File: config.mk
export PLATFORM = sky130hd
export DESIGN_NAME = branch_redirect_ctrl
export DESIGN_NICKNAME = d
export VERILOG_FILES = /design/src/rtl/branch_redirect_ctrl.sv
export SDC_FILE = /design/constraint.sdc
export NUM_CORES = 1
export LEC_CHECK = 0
export ABC_AREA = 1
export CORE_UTILIZATION = 35
export CTS_BUF_LIST = sky130_fd_sc_hd__clkbuf_8
export CTS_CLUSTER_DIAMETER = 50
export DETAILED_ROUTE_END_ITERATION = 10
export PLACE_DENSITY = 0.56
export SLEW_MARGIN = 30
export SYNTH_ARGS = -nofsm -noshare
export SYNTH_HDL_FRONTEND = slang
export SYNTH_SLANG_ARGS = --single-unit
export TNS_END_PERCENT = 20
File: constraint.sdc
create_clock -name clk -period 5 [get_ports clk]
set_input_delay 1.5 -clock clk [delete_from_list [all_inputs] [get_ports clk]]
set_output_delay 1.5 -clock clk [all_outputs]
set_load 0.03 [all_outputs]
File: src/rtl/branch_redirect_ctrl.sv
// rtl/branch_redirect_ctrl.sv - execute-stage branch resolve, PC redirect and IF/ID flush sequencer
// Optional BRANCH_STATS_EN adds saturating resolved/taken counters.
module branch_redirect_ctrl #(
  parameter int XLEN         = 32,
  parameter int FLUSH_CYCLES = 2
) (
  input  logic            clk,
  input  logic            rst,
  input  logic            kill,
  input  logic            req_valid,
  output logic            req_ready,
  input  logic [XLEN-1:0] req_pc,
  input  logic [XLEN-1:0] req_imm,
  input  logic [XLEN-1:0] req_rs1,
  input  logic [XLEN-1:0] req_rs2,
  input  logic [2:0]      req_fun3,
  input  logic            req_jal,
  input  logic            req_jalr,
  output logic            redirect_valid,
  output logic [XLEN-1:0] redirect_pc,
  output logic            flush_if_id,
  output logic            busy,
  output logic            exc_misalign,
`ifdef BRANCH_STATS_EN
  output logic [31:0]     stat_resolved,
  output logic [31:0]     stat_taken,
`endif
  output logic            exc_illegal
);

  typedef enum logic [1:0] {IDLE, RESOLVE, FLUSH} state_t;

  state_t          state, state_nx;
  logic [3:0]      cnt_q, cnt_nx;
  logic [XLEN-1:0] pc_q, imm_q, rs1_q, rs2_q;
  logic [2:0]      fun3_q;
  logic            jal_q, jalr_q;

  logic            accept, cond, illegal, taken, misaligned, resolving, do_redirect;
  logic [XLEN-1:0] sum_pc, sum_rs, target;

  assign req_ready = (state == IDLE) && !kill;
  assign accept    = req_valid && req_ready;

  always_comb begin
    cond = 1'b0;
    case (fun3_q)
      3'b000:  cond = (rs1_q == rs2_q);
      3'b001:  cond = (rs1_q != rs2_q);
      3'b100:  cond = ($signed(rs1_q) <  $signed(rs2_q));
      3'b101:  cond = ($signed(rs1_q) >= $signed(rs2_q));
      3'b110:  cond = (rs1_q <  rs2_q);
      3'b111:  cond = (rs1_q >= rs2_q);
      default: cond = 1'b0;
    endcase
    illegal = !jal_q && !jalr_q && (fun3_q[2:1] == 2'b01);
    taken   = jal_q || jalr_q || cond;
    sum_pc  = pc_q + imm_q;
    sum_rs  = rs1_q + imm_q;
    // jal wins over jalr when both flags are set
    target  = (jalr_q && !jal_q) ? (sum_rs & {{(XLEN-1){1'b1}}, 1'b0}) : sum_pc;
  end

  assign misaligned  = (target[1:0] != 2'b00);
  assign resolving   = (state == RESOLVE) && !kill;
  assign do_redirect = resolving && taken && !misaligned;

  assign redirect_valid = do_redirect;
  assign redirect_pc    = target;
  assign flush_if_id    = do_redirect || (state == FLUSH);
  assign busy           = (state != IDLE);
  assign exc_misalign   = resolving && taken && misaligned;
  assign exc_illegal    = resolving && illegal;

  always_comb begin
    state_nx = state;
    cnt_nx   = cnt_q;
    if (kill) begin
      state_nx = IDLE;
      cnt_nx   = 4'd0;
    end else begin
      case (state)
        IDLE:    if (accept) state_nx = RESOLVE;
        RESOLVE: begin
          // the RESOLVE cycle already counts as the first flush cycle
          if (do_redirect && (FLUSH_CYCLES > 1)) begin
            state_nx = FLUSH;
            cnt_nx   = 4'(FLUSH_CYCLES - 1);
          end else begin
            state_nx = IDLE;
          end
        end
        FLUSH: begin
          cnt_nx = cnt_q - 4'd1;
          if (cnt_q <= 4'd1) state_nx = IDLE;
        end
        default: state_nx = IDLE;
      endcase
    end
  end

  always_ff @(posedge clk) begin
    if (rst) begin
      state <= IDLE;
      cnt_q <= 4'd0;
    end else begin
      state <= state_nx;
      cnt_q <= cnt_nx;
    end
  end

  always_ff @(posedge clk) begin
    if (rst) begin
      pc_q   <= '0;
      imm_q  <= '0;
      rs1_q  <= '0;
      rs2_q  <= '0;
      fun3_q <= 3'd0;
      jal_q  <= 1'b0;
      jalr_q <= 1'b0;
    end else if (accept) begin
      pc_q   <= req_pc;
      imm_q  <= req_imm;
      rs1_q  <= req_rs1;
      rs2_q  <= req_rs2;
      fun3_q <= req_fun3;
      jal_q  <= req_jal;
      jalr_q <= req_jalr;
    end
  end

`ifdef BRANCH_STATS_EN
  always_ff @(posedge clk) begin
    if (rst) begin
      stat_resolved <= 32'd0;
      stat_taken    <= 32'd0;
    end else begin
      if (resolving && (stat_resolved != 32'hFFFF_FFFF)) stat_resolved <= stat_resolved + 32'd1;
      if (do_redirect && (stat_taken != 32'hFFFF_FFFF)) stat_taken <= stat_taken + 32'd1;
    end
  end
`endif

endmodule

; ---- Word-level counts from Yosys, hierarchy flattened
; Index checks and enable logic that the tools add are counted.
[word_totals]
mem_bits_rw = 0
mem_bits_ro = 0
register_bits = 139
in_bits = 137
output_inout_bits = 38
n_memories = 0
latch_bits = 0
[classes]
n_addsub = 3
n_eq_ne = 13
mux = 8
shift = 0
order_cmp = 5
n_reduce_logical = 25
mul = 0
n_div = 0
bitwise_logic = 0
[op_table]
columns = op, n
row1 = adder 32 bit, 2
row2 = greater-or-equal comparator 32 bit, 2
row3 = less-than comparator 32 bit, 2
row4 = equality test 32 bit, 1
row5 = 2-to-1 mux 32 bit, 1
row6 = inequality test 32 bit, 1
row7 = "equality test 3 bit, second input constant", 4
row8 = logical AND 1 bit, 10
row9 = case mux 4 bit (2 select lines), 1
row10 = 2-to-1 mux 2 bit, 3
row11 = case mux 1 bit (6 select lines), 1
row12 = case mux 2 bit (3 select lines), 1
row13 = nonzero test 2 bit, 3
row14 = "equality test 2 x 1 -> 1 bit, second input constant", 2
row15 = "<= comparator 4 x 1 -> 1 bit, second input constant", 1
row16 = zero test 1 bit, 4
row17 = 2-to-1 mux 4 bit, 1
row18 = "inequality test 2 bit, second input constant", 2
row19 = AND reduction 2 bit, 2
row20 = "subtractor 4 x 1 -> 4 bit, second input constant", 1
row21 = "equality test 3 x 1 -> 1 bit, second input constant", 1
row22 = zero test 3 bit, 1
row23 = logical OR 1 bit, 3
row24 = "equality test 2 bit, second input constant", 1
row25 = 3 further kinds, 3

; ---- Longest topological paths before layout
[logic_depth]
depth_word = 8
mapped_depth = 21

; ---- Worst setup path after synthesis
; OpenSTA, ideal clock, no wires.
[synth_path]
path_type = input-to-output
start = input kill
end = output exc_misalign
slack_ps = 1140
t_arrival_ps = 2360
t_required_ps = 3500
path_stages = 3
path_cell_list = nor3_1 nand2_1 nor2_1
[synth_between]
elab_chain_len = 4
[synth_rtl]
columns = item, line_no
row1 = start: declaration, 9  ; input logic kill,
row2 = zero test 1 bit, 65  ; assign resolving = (state == RESOLVE) && !kill;
row3 = logical AND 1 bit, 65
row4 = logical AND 1 bit (2 in a row), 72  ; assign exc_misalign = resolving && taken && misaligned;
row5 = end: declaration, 23  ; output logic exc_misalign,
; Every way passes these cells.

; ---- Worst setup path in the final report
[layout_path]
start = register imm_q[10]
end = output redirect_pc[27]
[layout_between]
elab_chain_len = 2
word_cells_on_any_way = 3
[layout_rtl]
columns = item, line_no
row1 = start: declaration, 35  ; logic [XLEN-1:0] pc_q, imm_q, rs1_q, rs2_q;
row2 = start signal: assignment, 123  ; imm_q <= req_imm;
row3 = adder 32 bit (on tied branches), "58, 59"
row4 = 2-to-1 mux 32 bit (*), 61  ; target = (jalr_q && !jal_q) ? (sum_rs & {{(XLEN-1){1'b1}}, 1'b0}) : sum_pc;
row5 = end: declaration, 20  ; output logic [XLEN-1:0] redirect_pc,
; Every way passes the cells marked *; elsewhere a longest branch is shown, timed or not.

==> flow_summary.ini <==
[route]
wirelength_mm = 29.57
wl_per_cell_um = 15.84
first_iter_violations = 570
drtAntennaViolNets = 0
met3_length_mm = 1.349
via_per_inst = 5.080
wl_met2_mm = 13.62
vias = 9484
dr.pass1.iters = 9
drcViolationCount = 13
wl_met1_mm = 14.19
top_layer = met4

[die]
core_region_area_um2 = 26280
initial_core_util_pct = 35.89
dieArea_um2 = 27610
io_pins = 175
row_count = 59
die_x_um = 166.2
die_height_um = 166.2

[sta]
finalCritPeriodShare_pct = 96.28
holdWs_ns = 0.4600
final.min_clock_period_ns = 4.814
timing.fmax_ghz = 0.2077
rsz0062_at_grt = true
fin_skew_ns = 0.01470
slew_headroom_pct = 37.40
setup_viol = 0
final_max_slew_viol_count = 0
final_hold_viol_count = 0
setup-tns-final_ns = 0
tightest_slew_ns = 0.9380

[worst_setup_path]
crit_type = flip-flop to output port
r2r-end = cnt_q[0]
end_kind = output port
regToRegSetupSlack_ns = 2.78
critPathRequiredTime_ns = 3.50
worstPathMaxFanout = 7
cp.arrival_ns = 3.31
reg2reg_from = rs1_q[23]
critPathLaunchType = flip-flop
reg2reg_depth = 14

[clock_network]
cts.path.max_buffers = 2
insertion_delay_ns = 0.45
htree_levels = 4
clk_pin_slew_worst_paths_ns = 0.09
clkSinkCount = 139
cts-root-buf = clkbuf_8
cts_tree = built
cts_buffers = 17

[finish]
layout_commonest_cell = nand2_1
layout_common_cells = nand2_1, a21oi_1, clkdlybuf4s50_1
area_delta_synth_final_pct = 26.20
nNetsFinal = 1753
layout-drive-gt1-share_pct = 6.005
fillCellCount = 2755
n_antenna_cell = 0
multi_input_area_um2 = 5963
register_area_um2 = 2783

[global_routing]
antenna_found_initial = 0
grt_pass1_wl_mm = 47.78
grt_max_degree = 114
overflow = 0
grt_pass1_vias = 9134
grtUsageTotal_pct = 21.56

[synthesis]
syn_nets = 1613
ys_seq_area_share_pct = 29.50
yosysTopAreaCell = dfxtp_1
synth_cell_types = 47
synthCells = 1379
synth_edf_count = 0
synth_area_leaders = dfxtp_1, a21oi_1, ha_1
ys_warn_count = 0
syn_area_um2 = 9432
ys_seq_elements = 139
synthArstFlopShare_pct = 0
yosysTopAreaCellShare_pct = 29.50
syn_area_per_cell_um2 = 6.839
ys.flop_type = dfxtp_1

[placement]
routabilityCongestion = 0.8958
io_buffer_count = 174
dpl.hpwl_mm = 22.74

[hold_path]
hold_depth = 2
hold_path.class = flip-flop to flip-flop
worstHoldEndpoint = rs2_q[20]
hp-start = rs2_q[20]

[run_status]
outcome = complete, but fails checks
violations = DRC

[power_and_ir_drop]
power_leakage_nw = 5.172
power.density_nw_per_um2 = 247.0
vdd_drop_max_uv = 182.7

[job]
cap_violations = 0
## synthesized netlist by cell type (9+ instances only)
library cell	n
xor2_1	9
o21ai_0	113
dfxtp_1	139
o21ai_1	10
inv_1	123
nor3_1	16
clkbuf_1	53
nand2_1	270
ha_1	95
a21oi_1	258
nor2_1	69
nand3_1	122
## final cells by class
cell class / instances / area share, %
multi-input combinational: 1053 / 50.10
sequential: 139 / 23.38
timing repair buffer: 182 / 15.42
inverter: 126 / 3.974
tap: 335 / 3.521
clock buffer: 19 / 2.197
clock inverter: 13 / 1.409
## report_power, final
group          internal [mW]  total, mW  switching [mW]
logic                  0.302      0.724           0.422
registers               1.16       1.21          0.0438
clock network          0.524       1.01           0.483
## registers in the layout, indices dropped and copies added, names as in the netlist
register  cells
rs1_q        32
cnt_q         4
state         2
jal_q         1
imm_q        32
fun3_q        3
jalr_q        1
pc_q         32
rs2_q        32
## stage by stage
stage / worst slack, ns / power [mW] / utilization, % / instance area (um2) / instances
after global routing: -0.08884 / 3.099 / 45.29 / 11900 / 1867
after floorplan: 1.140 / 1.659 / - / 9432 / 1379
after detailed placement: 0.2802 / 1.965 / 43.55 / 11450 / 1835
after CTS: 0.02094 / 2.977 / 45.18 / 11870 / 1867
final: 0.1861 / 2.940 / 45.29 / 11900 / 1867
after global placement: 0.3078 / 1.957 / 43.54 / 11440 / 1835
## repair_timing
item / CTS / global route
hold buffers: 0 / 0
endpoints found under the setup margin: 1 / 15
buffers inserted: 0 / 0
resized for setup: 1 / 16
pin swaps: 0 / 0
## worst max-delay path, cell delays in order (launching register included)
cell and delay, ns:
dfxtp_1 0.35, ha_1 0.39, a21oi_1 0.27, inv_1 0.07, a31oi_1 0.19, o21bai_1 0.12
nand2_1 0.07, nand3_1 0.18, a21oi_1 0.22, xnor2_1 0.15, nand2_1 0.09, nand2_1 0.10
clkdlybuf4s50_1 0.67
## layer usage
metal | track usage, % | vias up
met5 | 0 | -
met4 | 5.039 | 0
met3 | 3.694 | 23
met2 | 35.33 | 212
met1 | 29.37 | 4252
li1 | - | 4997
## worst max path at each step
stage	start	end	slack [ns]	depth (start not counted)
finish	imm_q[10]	redirect_pc[27]	0.19	12
CTS	imm_q[1]	redirect_pc[28]	0.02	14
floorplan	kill	exc_misalign	1.14	3
detailed placement	kill	flush_if_id	0.28	6
global placement	kill	flush_if_id	0.31	6
global route	imm_q[10]	redirect_pc[27]	-0.09	12
## kinds of logic after synthesis
kind of cell / share of synthesized area (%)
simple gates: 23.52
compound gates: 24.99
buf+inv: 7.456
flops: 29.50
fa+ha+maj: 13.03
xor+xnor: 1.393
mux: 0.1061
(Power assumes the default switching activity.)
